`src/rtl/video_mode_sequencer.sv`:
```
// ---------------------------------------------------------------------------
// video_mode_sequencer
//
// Owns the run-time configuration word of the video output pipeline.
// A requested word must be stable for STABLE_CYCLES clocks. After that the
// picture is blanked on a vertical-sync boundary. The new word is applied one
// frame later, and blank is held for BLANK_FRAMES more vsync events. This
// keeps the downstream chain from ever switching mid-frame. If vsync goes
// missing, a wrapping timeout counter stands in for it.
//
// Ports:
//   clk_sys    in   system clock (same as the video pipeline)
//   reset      in   asynchronous active-high reset
//   cfg_req    in   requested configuration word, may change at any time
//   VSync      in   core vertical sync, active level set by VS_POL
//   cfg_out    out  applied configuration word (registered)
//   cfg_strobe out  one-cycle pulse in the cycle cfg_out takes a new value
//   blank      out  forces pipeline RGB to zero while high (registered)
//   busy       out  high whenever a change sequence is in progress
// ---------------------------------------------------------------------------
module video_mode_sequencer #(
    parameter int                   CFG_WIDTH     = 16,
    parameter logic [CFG_WIDTH-1:0] CFG_DEFAULT   = '0,
    parameter int                   STABLE_CYCLES = 1024,
    parameter int                   BLANK_FRAMES  = 2,
    parameter int                   VS_TIMEOUT_W  = 22,
    parameter logic                 VS_POL        = 1'b0
) (
    input  logic                 clk_sys,
    input  logic                 reset,
    input  logic [CFG_WIDTH-1:0] cfg_req,
    input  logic                 VSync,
    output logic [CFG_WIDTH-1:0] cfg_out,
    output logic                 cfg_strobe,
    output logic                 blank,
    output logic                 busy
);

    localparam int SCNT_W = (STABLE_CYCLES > 1) ? $clog2(STABLE_CYCLES) : 1;
    localparam int FCNT_W = (BLANK_FRAMES > 1) ? $clog2(BLANK_FRAMES) : 1;
    localparam logic [SCNT_W-1:0] SCNT_LAST = SCNT_W'(STABLE_CYCLES - 1);
    localparam logic [FCNT_W-1:0] FCNT_LAST = FCNT_W'(BLANK_FRAMES - 1);

    typedef enum logic [2:0] {IDLE, SETTLE, WAIT_VS, BLANK1, HOLD} state_t;

    state_t                  state_q, state_d;
    logic [CFG_WIDTH-1:0]    cfg_out_q, cfg_out_d;
    logic [CFG_WIDTH-1:0]    pend_q, pend_d;
    logic                    cfg_strobe_q, cfg_strobe_d;
    logic                    blank_q, blank_d;
    logic [SCNT_W-1:0]       scnt_q, scnt_d;
    logic [FCNT_W-1:0]       fcnt_q, fcnt_d;
    logic [VS_TIMEOUT_W-1:0] tmo_q, tmo_d;
    logic                    vs_prev_q, vs_prev_d;

    logic vs_act, vs_start, tmo_run, tmo_hit, vs_evt;

    assign vs_act    = (VSync == VS_POL);
    assign vs_start  = vs_act & ~vs_prev_q;
    // The timeout only runs while waiting on vsync, so it only matters there.
    assign tmo_run   = (state_q == WAIT_VS) || (state_q == BLANK1) || (state_q == HOLD);
    assign tmo_hit   = tmo_run && (tmo_q == '1);
    // A coincident real edge and timeout collapse into a single event.
    assign vs_evt    = vs_start | tmo_hit;
    assign vs_prev_d = vs_act;

    always_comb begin
        state_d      = state_q;
        cfg_out_d    = cfg_out_q;
        pend_d       = pend_q;
        cfg_strobe_d = 1'b0;
        blank_d      = blank_q;
        scnt_d       = scnt_q;
        fcnt_d       = fcnt_q;

        case (state_q)
            IDLE: begin
                if (cfg_req != cfg_out_q) begin
                    pend_d  = cfg_req;
                    scnt_d  = '0;
                    state_d = SETTLE;
                end
            end
            SETTLE: begin
                // Request reverted to what is already applied: abandon quietly.
                if (cfg_req == cfg_out_q) begin
                    state_d = IDLE;
                end else if (cfg_req != pend_q) begin
                    pend_d = cfg_req;
                    scnt_d = '0;
                end else if (scnt_q == SCNT_LAST) begin
                    state_d = WAIT_VS;
                end else begin
                    scnt_d = scnt_q + 1'b1;
                end
            end
            WAIT_VS: begin
                if (vs_evt) begin
                    blank_d = 1'b1;
                    state_d = BLANK1;
                end
            end
            BLANK1: begin
                // A full blanked frame has passed: the word switches here.
                if (vs_evt) begin
                    cfg_out_d    = pend_q;
                    cfg_strobe_d = 1'b1;
                    fcnt_d       = '0;
                    state_d      = HOLD;
                end
            end
            HOLD: begin
                if (vs_evt) begin
                    if (fcnt_q == FCNT_LAST) begin
                        blank_d = 1'b0;
                        state_d = IDLE;
                    end else begin
                        fcnt_d = fcnt_q + 1'b1;
                    end
                end
            end
            default: state_d = IDLE;
        endcase

        // Timeout restarts on every real vsync and on every state change.
        if (vs_start || (state_d != state_q)) begin
            tmo_d = '0;
        end else if (tmo_run) begin
            tmo_d = tmo_q + 1'b1;
        end else begin
            tmo_d = tmo_q;
        end
    end

    always_ff @(posedge clk_sys or posedge reset) begin
        if (reset) begin
            state_q      <= IDLE;
            cfg_out_q    <= CFG_DEFAULT;
            pend_q       <= '0;
            cfg_strobe_q <= 1'b0;
            blank_q      <= 1'b0;
            scnt_q       <= '0;
            fcnt_q       <= '0;
            tmo_q        <= '0;
            vs_prev_q    <= 1'b0;
        end else begin
            state_q      <= state_d;
            cfg_out_q    <= cfg_out_d;
            pend_q       <= pend_d;
            cfg_strobe_q <= cfg_strobe_d;
            blank_q      <= blank_d;
            scnt_q       <= scnt_d;
            fcnt_q       <= fcnt_d;
            tmo_q        <= tmo_d;
            vs_prev_q    <= vs_prev_d;
        end
    end

    assign cfg_out    = cfg_out_q;
    assign cfg_strobe = cfg_strobe_q;
    assign blank      = blank_q;
    assign busy       = (state_q != IDLE);

endmodule

```
`config.mk`:
```
export PLATFORM = sky130hd
export DESIGN_NAME = video_mode_sequencer
export DESIGN_NICKNAME = d
export VERILOG_FILES = /design/src/rtl/video_mode_sequencer.sv
export SDC_FILE = /design/constraint.sdc
export NUM_CORES = 1
export LEC_CHECK = 0
export ABC_AREA = 1
export CAP_MARGIN = 0
export CORE_ASPECT_RATIO = 1.1
export CORE_MARGIN = 2
export CORE_UTILIZATION = 45
export DETAILED_ROUTE_END_ITERATION = 12
export DONT_BUFFER_PORTS = 1
export PLACE_DENSITY = 0.59
export SYNTH_ARGS = -nofsm -noshare
export SYNTH_HDL_FRONTEND = slang
export SYNTH_SLANG_ARGS = --single-unit
```
`constraint.sdc`:
```
create_clock -name clk_sys -period 2.4 [get_ports clk_sys]
set_input_delay 0.36 -clock clk_sys [delete_from_list [all_inputs] [get_ports clk_sys]]
set_output_delay 0.36 -clock clk_sys [all_outputs]
set_load 0.005 [all_outputs]
```
# [Word level (Yosys, flattened, before mapping)]
# Cells that the tools add are included.
[op_classes] n_addsub=3 multipliers=0 div_mod_pow=0 magnitude_cmp=0 eq_ne=18 n_shift=0 mux=30 n_bitwise=4 n_reduce_logical=15
[op_table] op="$mux W16" count=3
[op_table] op="$mux W22" count=2
[op_table] op="$mux W10" count=4
[op_table] op="$ne A16 B16 Y1" count=2
[op_table] op="$pmux W16 S2" count=1
[op_table] op="$mux W3" count=8
[op_table] op="$add A22 B1 Y22 const B" count=1
[op_table] op="$eq A22 B22 Y1 const B" count=1
[op_table] op="$pmux W10 S2" count=1
[op_table] op="$eq A16 B16 Y1" count=1
[op_table] op="$pmux W3 S5" count=1
[op_table] op="$ne A2 B2 Y1 const B" count=7
[op_table] op="$reduce_and A4 Y1" count=3
[op_table] op="$add A10 B1 Y10 const B" count=1
[op_table] op="$eq A10 B10 Y1 const B" count=1
[op_table] op="$mux W1" count=8
[op_table] op="$reduce_bool A2 Y1" count=4
[op_table] op="$eq A3 B2 Y1 const B" count=2
[op_table] op="$pmux W1 S2" count=2
[op_table] op="$eq A3 B1 Y1 const B" count=1
[op_table] op="$eq A3 B3 Y1 const B" count=1
[op_table] op="$logic_not A3 Y1" count=1
[op_table] op="$logic_or A1 B1 Y1" count=3
[op_table] op="$ne A3 B3 Y1" count=1
[op_table] op="other kinds (9)" count=10
[totals] regBits=71 latch_bits=0 ram_bits=0 romBits=0 inputBits=19 output_inout_bits=19 word_cells=79 mem_count=0

# [Longest topological paths before layout]
# Gate-level depths: netlist of run 1.
[depth] ltp_word=10 depth_mapped=16 ltp_nobuf=15

# [Worst setup path before layout of run 1]
# OpenSTA, ideal clock, no wires.
[synth_path] path_type="reg2reg" start="register scnt_q[0]" end="register tmo_q[14]" setup_ns=0.121 arrival_time_ns=1.665 t_required_ns=2.279 path_slack_ns=0.615 path_stages_with_launch=16 n_path_buf=1 synth_period_minus_slack_ns=1.785 path_cell_list="dfrtp_1 -> ha_1 -> nand2_1 -> inv_1 -> nand2_1 -> nor2_2 -> nand2_1 -> nor2_1 -> nand4_1 -> nand2_1 -> nand2_2 -> nand2_1 -> nand2_1 -> nand2_2 -> buf_6 -> nor2_2"
[synth_via] elab_chain_len=8 word_cells_on_any_way=9 classes_between="eq/ne: 2; mux: 5; reduce/logical: 2"
[synth_lines] element="start, declared" line_no="51" source="logic [SCNT_W-1:0] scnt_q, scnt_d;"
[synth_lines] element="start signal, assigned" line_no="152" source="scnt_q <= scnt_d;"
[synth_lines] element="$eq A10 B10 Y1 (*)" line_no="91" source="end else if (scnt_q == SCNT_LAST) begin"
[synth_lines] element="$mux W3 (*)" line_no="91"
[synth_lines] element="$mux W3 (*)" line_no="88" source="end else if (cfg_req != pend_q) begin"
[synth_lines] element="$mux W3 (*)" line_no="86" source="if (cfg_req == cfg_out_q) begin"
[synth_lines] element="$pmux W3 S5 (*)" line_no="76" source="case (state_q)"
[synth_lines] element="named net state_d[0]" line_no="46" source="state_t state_q, state_d;"
[synth_lines] element="$ne A3 B3 Y1 (*)" line_no="126" source="if (vs_start || (state_d != state_q)) begin"
[synth_lines] element="$logic_or A1 B1 Y1 (*)" line_no="126"
[synth_lines] element="$mux W22 / $reduce_bool A2 Y1 (equally long branches)"
[synth_lines] element="end signal, assigned" line_no="154" source="tmo_q <= tmo_d;"
[synth_lines] element="end, declared" line_no="53" source="logic [VS_TIMEOUT_W-1:0] tmo_q, tmo_d;"
# Mark *: on every way through the listed nets, which the timed path passes. The rest lies on a longest branch.
# A chain may end at the register's enable or synchronous reset.

# [Worst setup path after layout of run 1]
[layout_path] start="register scnt_q[0]" end="register tmo_q[19]"
# The elaborated chain is that of the path after synthesis.

==> impl_table.tex, run 1 <==
\begin{tabular}{lr}
\hline
Metric & Value \\
\hline
\multicolumn{2}{l}{\textbf{Layout}} \\
Final instance area & 4310 µm² \\
End-of-flow core utilization & 50.7\% \\
Final nets & between 500 and 600 \\
Layout area overhead & 8.31\% \\
Fraction of final layout cells sized beyond drive strength 1 & 11.9\% \\
Diodes inserted & 0 \\
\# fillers & 878 \\
\multicolumn{2}{l}{\textbf{Timing}} \\
Final hold vios & 0 \\
Clock skew after layout & 0.0137 ns \\
Worst-case headroom to the max-slew limit & about three fifths \\
Final period util & 86.2\% \\
Setup repair after global routing missed its margin & false \\
Count of endpoints failing setup in the final report & 0 \\
Highest clock rate & about 0.48 GHz \\
Sum of negative setup slack & 0 ns \\
Pins Over Slew Limit & 0 \\
Minimum clock period after layout & 2.07 ns \\
Transition at the pin with the smallest max-transition slack & 0.611 ns \\
\multicolumn{2}{l}{\textbf{Die}} \\
I/O Pins & 38 \\
Core box area & 8500 µm² \\
Area of the die & 9600 µm² \\
Cell Rows & 35 \\
Height of the die & approximately 100 µm \\
Initial Utilization & between 40\% and 50\% \\
Die Span X & between 90 and 100 µm \\
\multicolumn{2}{l}{\textbf{Detailed routing}} \\
Number of optimization iterations in the first detailed-route pass & 5 \\
Violation count after the first detailed-routing iteration & a little over 100 \\
Routed length per placed instance & 12.6 µm \\
Post-DR vias/cell & 4.90 \\
Detailed-route via count & 3,146 \\
Final routed wirelength across all metal layers & 8.09 mm \\
Post-route ant nets & 0 \\
Detailed-route DRC error count & 0 \\
\multicolumn{2}{l}{\textbf{Flow run}} \\
Maximum capacitance violations & 0 \\
\multicolumn{2}{l}{\textbf{Pwr}} \\
Leakage power of the design & around 2 nW \\
VDD IR max & approximately 0.00028 V \\
Power Density & around 500 nW/µm² \\
\multicolumn{2}{l}{\textbf{Synthesis}} \\
Synth Instances & about 520 \\
Share of the synthesized area in the top cell type & around 45\% \\
Netlist area before placement & 3980 µm² \\
Synth Net Count & 538 \\
Synthesis Warnings & 0 \\
Async set-or-reset flop fraction in the synthesized netlist & 100\% \\
Fraction of the yosys area taken by sequential cells & 44.7\% \\
Most instantiated cells after synthesis & nand2\_1, dfrtp\_1, inv\_1 \\
Library cells used by synthesis & 31 \\
Dominant cell by count in the synthesized netlist & nand2\_1 \\
Top flip-flop cell by instance count after synthesis & dfrtp\_1 \\
Post-synth top area cell & dfrtp\_1 \\
Post-synthesis register bit count & 71 \\
Average size of a mapped cell & 7.69 µm² \\
Post-synth EDFFs & 0 \\
Synth top area cells & dfrtp\_1, nand2\_1, o21ai\_0 \\
\multicolumn{2}{l}{\textbf{Setup path}} \\
Startpoint of the worst-slack reg-to-reg timing path & scnt\_q[0] \\
Critical path data arrival time & 2.29 ns \\
Worst Setup SP & scnt\_q[0] \\
Maximum fanout along the worst path & 22 \\
Worst Setup Path Type & reg2reg \\
Kind of capture point of the worst setup path & flip-flop \\
Required arrival time at the worst endpoint & 2.62 ns \\
Startpoint types & flip-flop \\
\multicolumn{2}{l}{\textbf{GRT}} \\
Global-route met1 utilization & 25.0\% \\
Via count of the first global-routing pass & 2,991 \\
Wire length of the first global-routing pass & 14.0 mm \\
Pin count of the biggest net entering global routing & 31 \\
GR Layer Usage met2 & between 20\% and 30\% \\
Most heavily used metal layer in global routing & met2 \\
GRT overflow & 0 \\
Met3 Resource Use GR & under 10\% \\
Global router's overall resource usage & 18.5\% \\
Initial antenna violation count & 0 \\
\multicolumn{2}{l}{\textbf{Clocking}} \\
CTS max path bufs & 2 \\
Clock latency on the worst-skew pair & 0.34 ns \\
Clock-pin slew on the worst setup and hold paths & 0.07 ns \\
Post-cts resize count & 0 \\
Clock tree root driver cell & clkbuf\_8 \\
Number of buffers added by the clock tree synthesis step & 9 \\
Clock tree from TritonCTS & done \\
CTS Sinks & 71 \\
CTS H-tree lvls & 3 \\
\multicolumn{2}{l}{\textbf{Worst hold path}} \\
Beginning of the worst hold path & VSync \\
Kind of path behind the tightest hold check & in2reg \\
\multicolumn{2}{l}{\textbf{Placement}} \\
Last weighted congestion value of the routability-driven placer & 0.864 \\
DPL Wire Length & a little over 6 mm \\
Number of port buffers & 0 \\
Placement Cell Area & 4130 µm² \\
\multicolumn{2}{l}{\textbf{Outcome}} \\
Run status & completed \\
\hline
\end{tabular}
routing by layer:
metal | vias to the layer above | wire [µm]
met5 | - | 0
met4 | 0 | 128
met3 | 11 | 376
met2 | 48 | 3750
met1 | 1466 | 3840
li1 | 1621 | -
layout make-up:
type	count	area, µm²	share of cell area [%]
timing repair buffer	8	100	2.32
sequential	71	1780	41.3
clock buffer	12	135	3.14
multi-input combinational	371	1890	43.9
tap	111	139	3.23
inverter	65	244	5.67
clock inverter	4	22.5	0.523
registers in the layout, summed over array words and instances, names as in the netlist:
signal and cells:
cfg_out 16, scnt_q 10, tmo_q 22, state_q 3
pend_q 16, fcnt_q 1, blank 1, vs_prev_q 1
cfg_strobe 1
critical path, cell delays in order (launching register included):
cell and delay (ns):
dfrtp_1 0.40, ha_1 0.18, nand2_1 0.06, inv_1 0.07
nand2_1 0.07, nor2_2 0.13, nand2_1 0.10, nor2_1 0.17
nand4_1 0.14, nand2_1 0.13, nand2_2 0.06, nand2_1 0.05
nand2_1 0.06, nand2_2 0.07, buf_12 0.19, nor2_1 0.06
power breakdown:
group / leakage [nW] / internal (mW) / switching (mW)
Sequential: 0.932 / 1.21 / 0.0114
Combinational: 0.980 / 0.0484 / 0.0914
Clock: 0.0801 / 0.371 / 0.437
kinds of logic after synthesis:
group           share of synthesized area (%)
compound gates                           7.37
xor+xnor                                 8.15
fa+ha+maj                               0.629
buf+inv                                  7.81
flops                                    44.7
mux                                     0.252
simple gates                             31.1
cell usage in the layout (no fill, tap or decap), drive strengths merged, types with 2 or more instances in the layout:
| cell | Yosys | final |
|---|---|---|
| nand2 | 158 | 158 |
| ha | 2 | 2 |
| nor3 | 14 | 14 |
| nor2 | 75 | 75 |
| inv | 65 | 65 |
| o21a | 3 | 3 |
| nand4 | 12 | 12 |
| clkinv | 0 | 3 |
| nand3 | 14 | 14 |
| o21ai | 50 | 50 |
| xor2 | 17 | 17 |
| buf | 9 | 7 |
| xnor2 | 20 | 20 |
| dfrtp | 71 | 71 |
| clkbuf | 1 | 12 |
per-stage QoR:
stage	setup slack, ns	hold slack (ns)	cells	total power [mW]
global placement	0.297	0.365	624	1.38
CTS	0.247	0.0660	641	2.20
global route	0.0246	0.0575	642	2.28
finish	0.330	0.0786	642	2.17
detailed placement	0.272	0.365	624	1.39
floorplan	0.243	0.419	517	1.35
final timing paths:
kind	cells past startpoint	slack (ns)	endpoint
max	15	0.33	tmo_q[19]
min	1	0.08	vs_prev_q
max reg2reg	15	0.33	tmo_q[19]
min reg2reg	2	0.49	pend_q[7]
max in group asynchronous	3	1.19	cfg_out[13]
min in group asynchronous	2	0.55	fcnt_q
what timing repair did:
| action | 4_1_cts | 5_1_grt |
|---|---|---|
| setup buffers | 0 | 1 |
| endpoints found under the setup margin | 0 | 2 |
| hold buffers | 1 | 0 |
| hold endpoints to repair | 10 | 0 |
(Power assumes the default switching activity.)
==> run 2, diff against run 1 <==
- MAX_ROUTING_LAYER: default -> met4
==> impl_table.tex, run 2 (synthesis gave the netlist of run 1 again) <==
\begin{tabular}{lr}
\hline
Metric & Value \\
\hline
\multicolumn{2}{l}{\textbf{Pwr}} \\
Power Density & 504 nW/µm² (about the same) \\
Leakage power of the design & 1.99 nW (-0.27\%) \\
VDD IR max & 0.000281 V (+0.36\%) \\
\multicolumn{2}{l}{\textbf{Clocking}} \\
Clock tree root driver cell & clkbuf\_8 \\
Number of buffers added by the clock tree synthesis step & 9 (unchanged) \\
Clock-pin slew on the worst setup and hold paths & 0.07 ns (about the same) \\
Clock latency on the worst-skew pair & 0.34 ns (about the same) \\
Clock tree from TritonCTS & done \\
CTS max path bufs & 2 (unchanged) \\
CTS H-tree lvls & 3 (unchanged) \\
Post-cts resize count & 0 (unchanged) \\
CTS Sinks & 71 (unchanged) \\
\multicolumn{2}{l}{\textbf{Setup path}} \\
Slowest stage cell on the critical path & dfrtp\_1 \\
End of the worst register-to-register path & tmo\_q[19] \\
Critical path data arrival time & 2.32 ns (+0.03 ns) \\
Cell with the most instances on the worst path & nand2\_1 \\
Cells on worst reg2reg path & 15 (unchanged) \\
Startpoint types & flip-flop \\
Reg-to-reg slack, setup & 0.30 ns (-0.03 ns) \\
Maximum fanout along the worst path & 22 (unchanged) \\
Worst Setup Path Type & reg2reg \\
Worst Setup SP & scnt\_q[0] \\
Required arrival time at the worst endpoint & 2.62 ns (about the same) \\
Delay of the slowest cell on the worst path & 0.42 ns (+0.02 ns) \\
Kind of capture point of the worst setup path & flip-flop \\
Crit-path cells & ha\_1 -> nand2\_1 -> inv\_1 -> nand2\_1 -> nor2\_2 -> nand2\_1 -> nor2\_1 -> nand4\_1 -> nand2\_1 -> nand2\_2 -> nand2\_1 -> nand2\_1 -> nand2\_2 -> buf\_12 -> nor2\_1 \\
Startpoint of the worst-slack reg-to-reg timing path & scnt\_q[0] \\
\multicolumn{2}{l}{\textbf{Timing}} \\
Setup repair after global routing missed its margin & true \\
Final hold vios & 0 (unchanged) \\
Minimum clock period after layout & 2.10 ns (+0.0308 ns) \\
Transition at the pin with the smallest max-transition slack & 0.618 ns (+0.00668 ns) \\
Worst-case headroom to the max-slew limit & 58.8\% (-0.45 points) \\
Highest clock rate & 0.476 GHz (-1.5\%) \\
Clock skew after layout & 0.0143 ns (+0.000576 ns) \\
Pins Over Slew Limit & 0 (unchanged) \\
Final period util & 87.5\% (+1.3 points) \\
Count of endpoints failing setup in the final report & 0 (unchanged) \\
\multicolumn{2}{l}{\textbf{Layout}} \\
End-of-flow core utilization & 50.6\% (-0.088 points) \\
Flip-flop count of the largest register after layout & 22 (unchanged) \\
Most common cell after layout, fill and taps aside & nand2\_1 \\
Reg with most FFs & tmo\_q \\
Fraction of final layout cells sized beyond drive strength 1 & 11.7\% (-0.17 points) \\
Final nets & 546 (-0.18\%) \\
Layout area overhead & 8.12\% \\
Final instance area & 4300 µm² (-0.17\%) \\
Highest-count cells in the layout ignoring fill and taps & nand2\_1, dfrtp\_1, inv\_1 \\
Diodes inserted & 0 (unchanged) \\
Non-filler instance count after layout & 641 (-0.16\%) \\
\multicolumn{2}{l}{\textbf{Die}} \\
Initial Utilization & 46.8\% (unchanged) \\
I/O Pins & 38 (unchanged) \\
Core box area & 8500 µm² (unchanged) \\
Height of the die & 103 µm (unchanged) \\
Cell Rows & 35 (unchanged) \\
Die Span X & 93.6 µm (unchanged) \\
Area of the die & 9600 µm² (unchanged) \\
\multicolumn{2}{l}{\textbf{GRT}} \\
Wire length of the first global-routing pass & 14.0 mm (about the same) \\
GRT overflow & 0 (unchanged) \\
Via count of the first global-routing pass & 2,987 (-0.13\%) \\
Pin count of the biggest net entering global routing & 31 (unchanged) \\
Global router's overall resource usage & 19.0\% (+0.54 points) \\
Initial antenna violation count & 0 (unchanged) \\
\multicolumn{2}{l}{\textbf{Detailed routing}} \\
DRT met1 WL & 3.84 mm (about the same) \\
Number of optimization iterations in the first detailed-route pass & 4 (-1) \\
Post-route ant nets & 0 (unchanged) \\
Detailed-route DRC error count & 0 (unchanged) \\
Detailed-route via count & 3,129 (-0.54\%) \\
Met2 routed wirelength & 3.75 mm (about the same) \\
Final routed wirelength across all metal layers & 8.08 mm (-0.20\%) \\
Violation count after the first detailed-routing iteration & 109 (+6.9\%) \\
DR WL met3 & 377 µm (+0.27\%) \\
DR top layer & met4 \\
Post-DR vias/cell & 4.88 (-0.39\%) \\
Routed length per placed instance & 12.6 µm (about the same) \\
\multicolumn{2}{l}{\textbf{Placement}} \\
Last weighted congestion value of the routability-driven placer & 0.878 (+1.6\%) \\
Number of port buffers & 0 (unchanged) \\
DPL Wire Length & 6.10 mm (unchanged) \\
Placement Cell Area & 4130 µm² (unchanged) \\
Dpl cells & 624 (unchanged) \\
\multicolumn{2}{l}{\textbf{Outcome}} \\
Run status & completed \\
\multicolumn{2}{l}{\textbf{Flow run}} \\
Maximum capacitance violations & 0 (unchanged) \\
\multicolumn{2}{l}{\textbf{Worst hold path}} \\
Beginning of the worst hold path & VSync \\
Kind of path behind the tightest hold check & in2reg \\
End of the worst hold path & vs\_prev\_q \\
WHS Path Cells & 1 (unchanged) \\
\hline
\end{tabular}
run 2: stage by stage:
| stage | setup WS, ns | total power [mW] | TNS [ns] | hold WS, ns |
|---|---|---|---|---|
| after floorplan | 0.243 | 1.35 | 0 | 0.419 |
| after global placement | 0.297 | 1.38 | 0 | 0.365 |
| after CTS | 0.247 | 2.20 | 0 | 0.0660 |
| after global routing | -0.0107 | 2.27 | -0.0107 | 0.0575 |
| final | 0.300 | 2.17 | 0 | 0.0812 |
| after detailed placement | 0.272 | 1.39 | 0 | 0.365 |
run 2: where the power goes:
part	internal [mW]	switching (mW)	leakage, nW
sequential	1.21	0.0113	0.932
combinational	0.0484	0.0917	0.975
clock	0.371	0.433	0.0801
total	1.63	0.536	1.99
run 2: timing repair:
item,CTS,global route
setup endpoints to repair,0,1
endpoints found under the hold margin,10,0
setup buffers,0,0
hold buffers,1,0
run 2: worst max-delay path, delay by kind of cell (launching register included):
family                     cells  cell delay, ns
adders and majority gates      1            0.19
buffers and inverters          2            0.26
DFF                            1            0.42
and+or+nand+nor               12            1.10
run 2: how the worst max path moves through the flow:
stage	end	slack [ns]	cells after the start
2_1_floorplan	blank	0.24	1
3_3_place_gp	tmo_q[19]	0.30	15
3_5_place_dp	tmo_q[19]	0.27	15
4_1_cts	tmo_q[19]	0.25	15
5_1_grt	scnt_q[6]	-0.01	13
6_report	tmo_q[19]	0.30	15
run 2: routing by layer:
layer / vias to the layer above / track usage [%]
met5: - / -
li1: 1619 / -
met1: 1449 / 24.7
met4: 0 / 6.35
met2: 48 / 30.0
met3: 13 / 3.80
run 2: layout make-up:
type	instances	area, µm²
fill	878	4200
sequential	71	1780
tap	111	139
inverter	65	244
timing repair buffer	7	92.6
multi-input combinational	371	1890
clock buffer	12	135
clock inverter	4	22.5
==> run 3, diff against run 2 <==
- CTS_BUF_LIST: default -> sky130_fd_sc_hd__clkbuf_4
==> impl_table.tex, run 3 (synthesis gave the netlist of run 1 again) <==
\begin{tabular}{lr}
\hline
Metric & Value \\
\hline
\multicolumn{2}{l}{\textbf{Setup path}} \\
Cells on worst reg2reg path & 15 (unchanged) \\
Cell with the most instances on the worst path & nand2\_1 \\
Required arrival time at the worst endpoint & 2.70 ns (+0.08 ns) \\
Maximum fanout along the worst path & 22 (unchanged) \\
Worst Setup Path Type & reg2reg \\
Crit-path cells & ha\_1 -> nand2\_1 -> inv\_1 -> nand2\_1 -> nor2\_2 -> nand2\_1 -> nor2\_1 -> nand4\_1 -> nand2\_1 -> nand2\_2 -> nand2\_1 -> nand2\_1 -> nand2\_2 -> buf\_12 -> nor2\_1 \\
Slowest stage cell on the critical path & dfrtp\_1 \\
Startpoint types & flip-flop \\
Stages on worst setup path & 15 (unchanged) \\
Startpoint of the worst-slack reg-to-reg timing path & scnt\_q[0] \\
Worst path bufs/invs & 2 (unchanged) \\
Kind of capture point of the worst setup path & flip-flop \\
Delay-heaviest family, CP & simple AND/OR/NAND/NOR gates \\
Critical path data arrival time & 2.37 ns (+0.05 ns) \\
Worst Setup SP & scnt\_q[0] \\
Delay of the slowest cell on the worst path & 0.41 ns (about the same) \\
\multicolumn{2}{l}{\textbf{Die}} \\
Cell Rows & 35 (unchanged) \\
Core box area & 8500 µm² (unchanged) \\
Height of the die & 103 µm (unchanged) \\
Die Span X & 93.6 µm (unchanged) \\
Area of the die & 9600 µm² (unchanged) \\
Initial Utilization & 46.8\% (unchanged) \\
I/O Pins & 38 (unchanged) \\
\multicolumn{2}{l}{\textbf{Clocking}} \\
CTS Sinks & 71 (unchanged) \\
Clock-pin slew on the worst setup and hold paths & 0.11 ns (+0.04 ns) \\
Clock tree root driver cell & clkbuf\_4 \\
CTS H-tree lvls & 3 (unchanged) \\
Clock latency on the worst-skew pair & 0.41 ns (+0.07 ns) \\
Number of buffers added by the clock tree synthesis step & 9 (unchanged) \\
Post-cts resize count & 0 (unchanged) \\
Clock tree from TritonCTS & done \\
CTS max path bufs & 2 (unchanged) \\
\multicolumn{2}{l}{\textbf{Timing}} \\
Pins Over Slew Limit & 0 (unchanged) \\
Highest clock rate & 0.482 GHz (+1.1\%) \\
Clock skew after layout & 0.0167 ns (+0.00237 ns) \\
Worst-case headroom to the max-slew limit & 57.6\% (-1.2 points) \\
Sum of negative setup slack & 0 ns (unchanged) \\
Minimum clock period after layout & 2.08 ns (-0.0238 ns) \\
Setup repair after global routing missed its margin & false \\
Transition at the pin with the smallest max-transition slack & 0.636 ns (+0.0181 ns) \\
Final hold vios & 0 (unchanged) \\
Count of endpoints failing setup in the final report & 0 (unchanged) \\
Smallest setup slack after layout & 0.323 ns (+0.0238 ns) \\
Final period util & 86.5\% (-0.99 points) \\
\multicolumn{2}{l}{\textbf{Layout}} \\
Most common cell after layout, fill and taps aside & nand2\_1 \\
Final nets & 548 (+0.37\%) \\
Reg with most FFs & tmo\_q \\
Fraction of final layout cells sized beyond drive strength 1 & 12.4\% (+0.71 points) \\
Non-filler instance count after layout & 643 (+0.31\%) \\
Highest-count cells in the layout ignoring fill and taps & nand2\_1, dfrtp\_1, inv\_1 \\
Flip-flop count of the largest register after layout & 22 (unchanged) \\
End-of-flow core utilization & 50.3\% (-0.32 points) \\
Layout area overhead & 7.43\% \\
Diodes inserted & 0 (unchanged) \\
\multicolumn{2}{l}{\textbf{Pwr}} \\
VDD IR max & 0.000232 V (-18\%) \\
Leakage power of the design & 1.98 nW (-0.17\%) \\
Power Density & 473 nW/µm² (-6.1\%) \\
Total chip power & 2.02 mW (-6.7\%) \\
\multicolumn{2}{l}{\textbf{GRT}} \\
GRT overflow & 0 (unchanged) \\
Pin count of the biggest net entering global routing & 31 (unchanged) \\
Via count of the first global-routing pass & 2,997 (+0.33\%) \\
Initial antenna violation count & 0 (unchanged) \\
Global router's overall resource usage & 19.1\% (+0.068 points) \\
Wire length of the first global-routing pass & 14.0 mm (+0.20\%) \\
\multicolumn{2}{l}{\textbf{Worst hold path}} \\
Kind of path behind the tightest hold check & in2reg \\
WHS Path Cells & 2 (+1) \\
Beginning of the worst hold path & cfg\_req[9] \\
\multicolumn{2}{l}{\textbf{Detailed routing}} \\
Routed length per placed instance & 12.6 µm (+0.31\%) \\
Number of optimization iterations in the first detailed-route pass & 4 (unchanged) \\
Post-DR vias/cell & 4.86 (-0.50\%) \\
Post-route ant nets & 0 (unchanged) \\
Final routed wirelength across all metal layers & 8.13 mm (+0.62\%) \\
Violation count after the first detailed-routing iteration & 107 (-1.8\%) \\
Detailed-route via count & 3,123 (-0.19\%) \\
Detailed-route DRC error count & 0 (unchanged) \\
\multicolumn{2}{l}{\textbf{Outcome}} \\
Run status & completed \\
\multicolumn{2}{l}{\textbf{Flow run}} \\
Maximum capacitance violations & 0 (unchanged) \\
\multicolumn{2}{l}{\textbf{Placement}} \\
Dpl cells & 624 (unchanged) \\
DPL Wire Length & 6.10 mm (unchanged) \\
Worst slack at placement & 0.272 ns (unchanged) \\
Last weighted congestion value of the routability-driven placer & 0.878 (unchanged) \\
Number of port buffers & 0 (unchanged) \\
\hline
\end{tabular}
-- run 3: report_power, final --
part	internal, mW	leakage [nW]	total, mW	switching, mW
Combinational	0.0494	0.985	0.142	0.0922
Clock	0.244	0.0671	0.658	0.414
Sequential	1.21	0.932	1.22	0.0114
Total	1.50	1.98	2.02	0.518
-- run 3: repair_timing --
action                                  CTS  global route
hold buffers                              2             0
hold endpoints to repair                 26             0
endpoints found under the setup margin    0             2
setup buffers                             0             1
-- run 3: cell type report --
type | instances | area [µm²]
clock buffer | 12 | 90.1
clock inverter | 4 | 22.5
fill | 884 | 4230
inverter | 65 | 244
multi-input combinational | 371 | 1890
sequential | 71 | 1780
tap | 111 | 139
timing repair buffer | 9 | 110
-- run 3: worst paths after layout --
path / to / slack, ns
setup / recovery: tmo_q[19] / 0.32
setup reg to reg: tmo_q[19] / 0.32
hold / removal: pend_q[9] / 0.09
min in group asynchronous: fcnt_q / 0.48
hold reg to reg: pend_q[7] / 0.50
max in group asynchronous: cfg_out[13] / 1.25
-- run 3: per-layer routing --
metal	GRT usage, %	wire, µm	vias up	share of wire [%]
met1	25.0	3930	1442	48
met4	7.02	126	0	1.6
met5	-	0	-	0
li1	-	-	1627	-
met3	3.58	322	12	4.0
met2	29.8	3750	42	46
-- run 3: stage by stage --
step | instance area, µm² | hold slack, ns
finish | 4270 | 0.0909
global route | 4270 | 0.0942
CTS | 4260 | 0.0843
detailed placement | 4130 | 0.365
global placement | 4130 | 0.365
floorplan | 3980 | 0.419
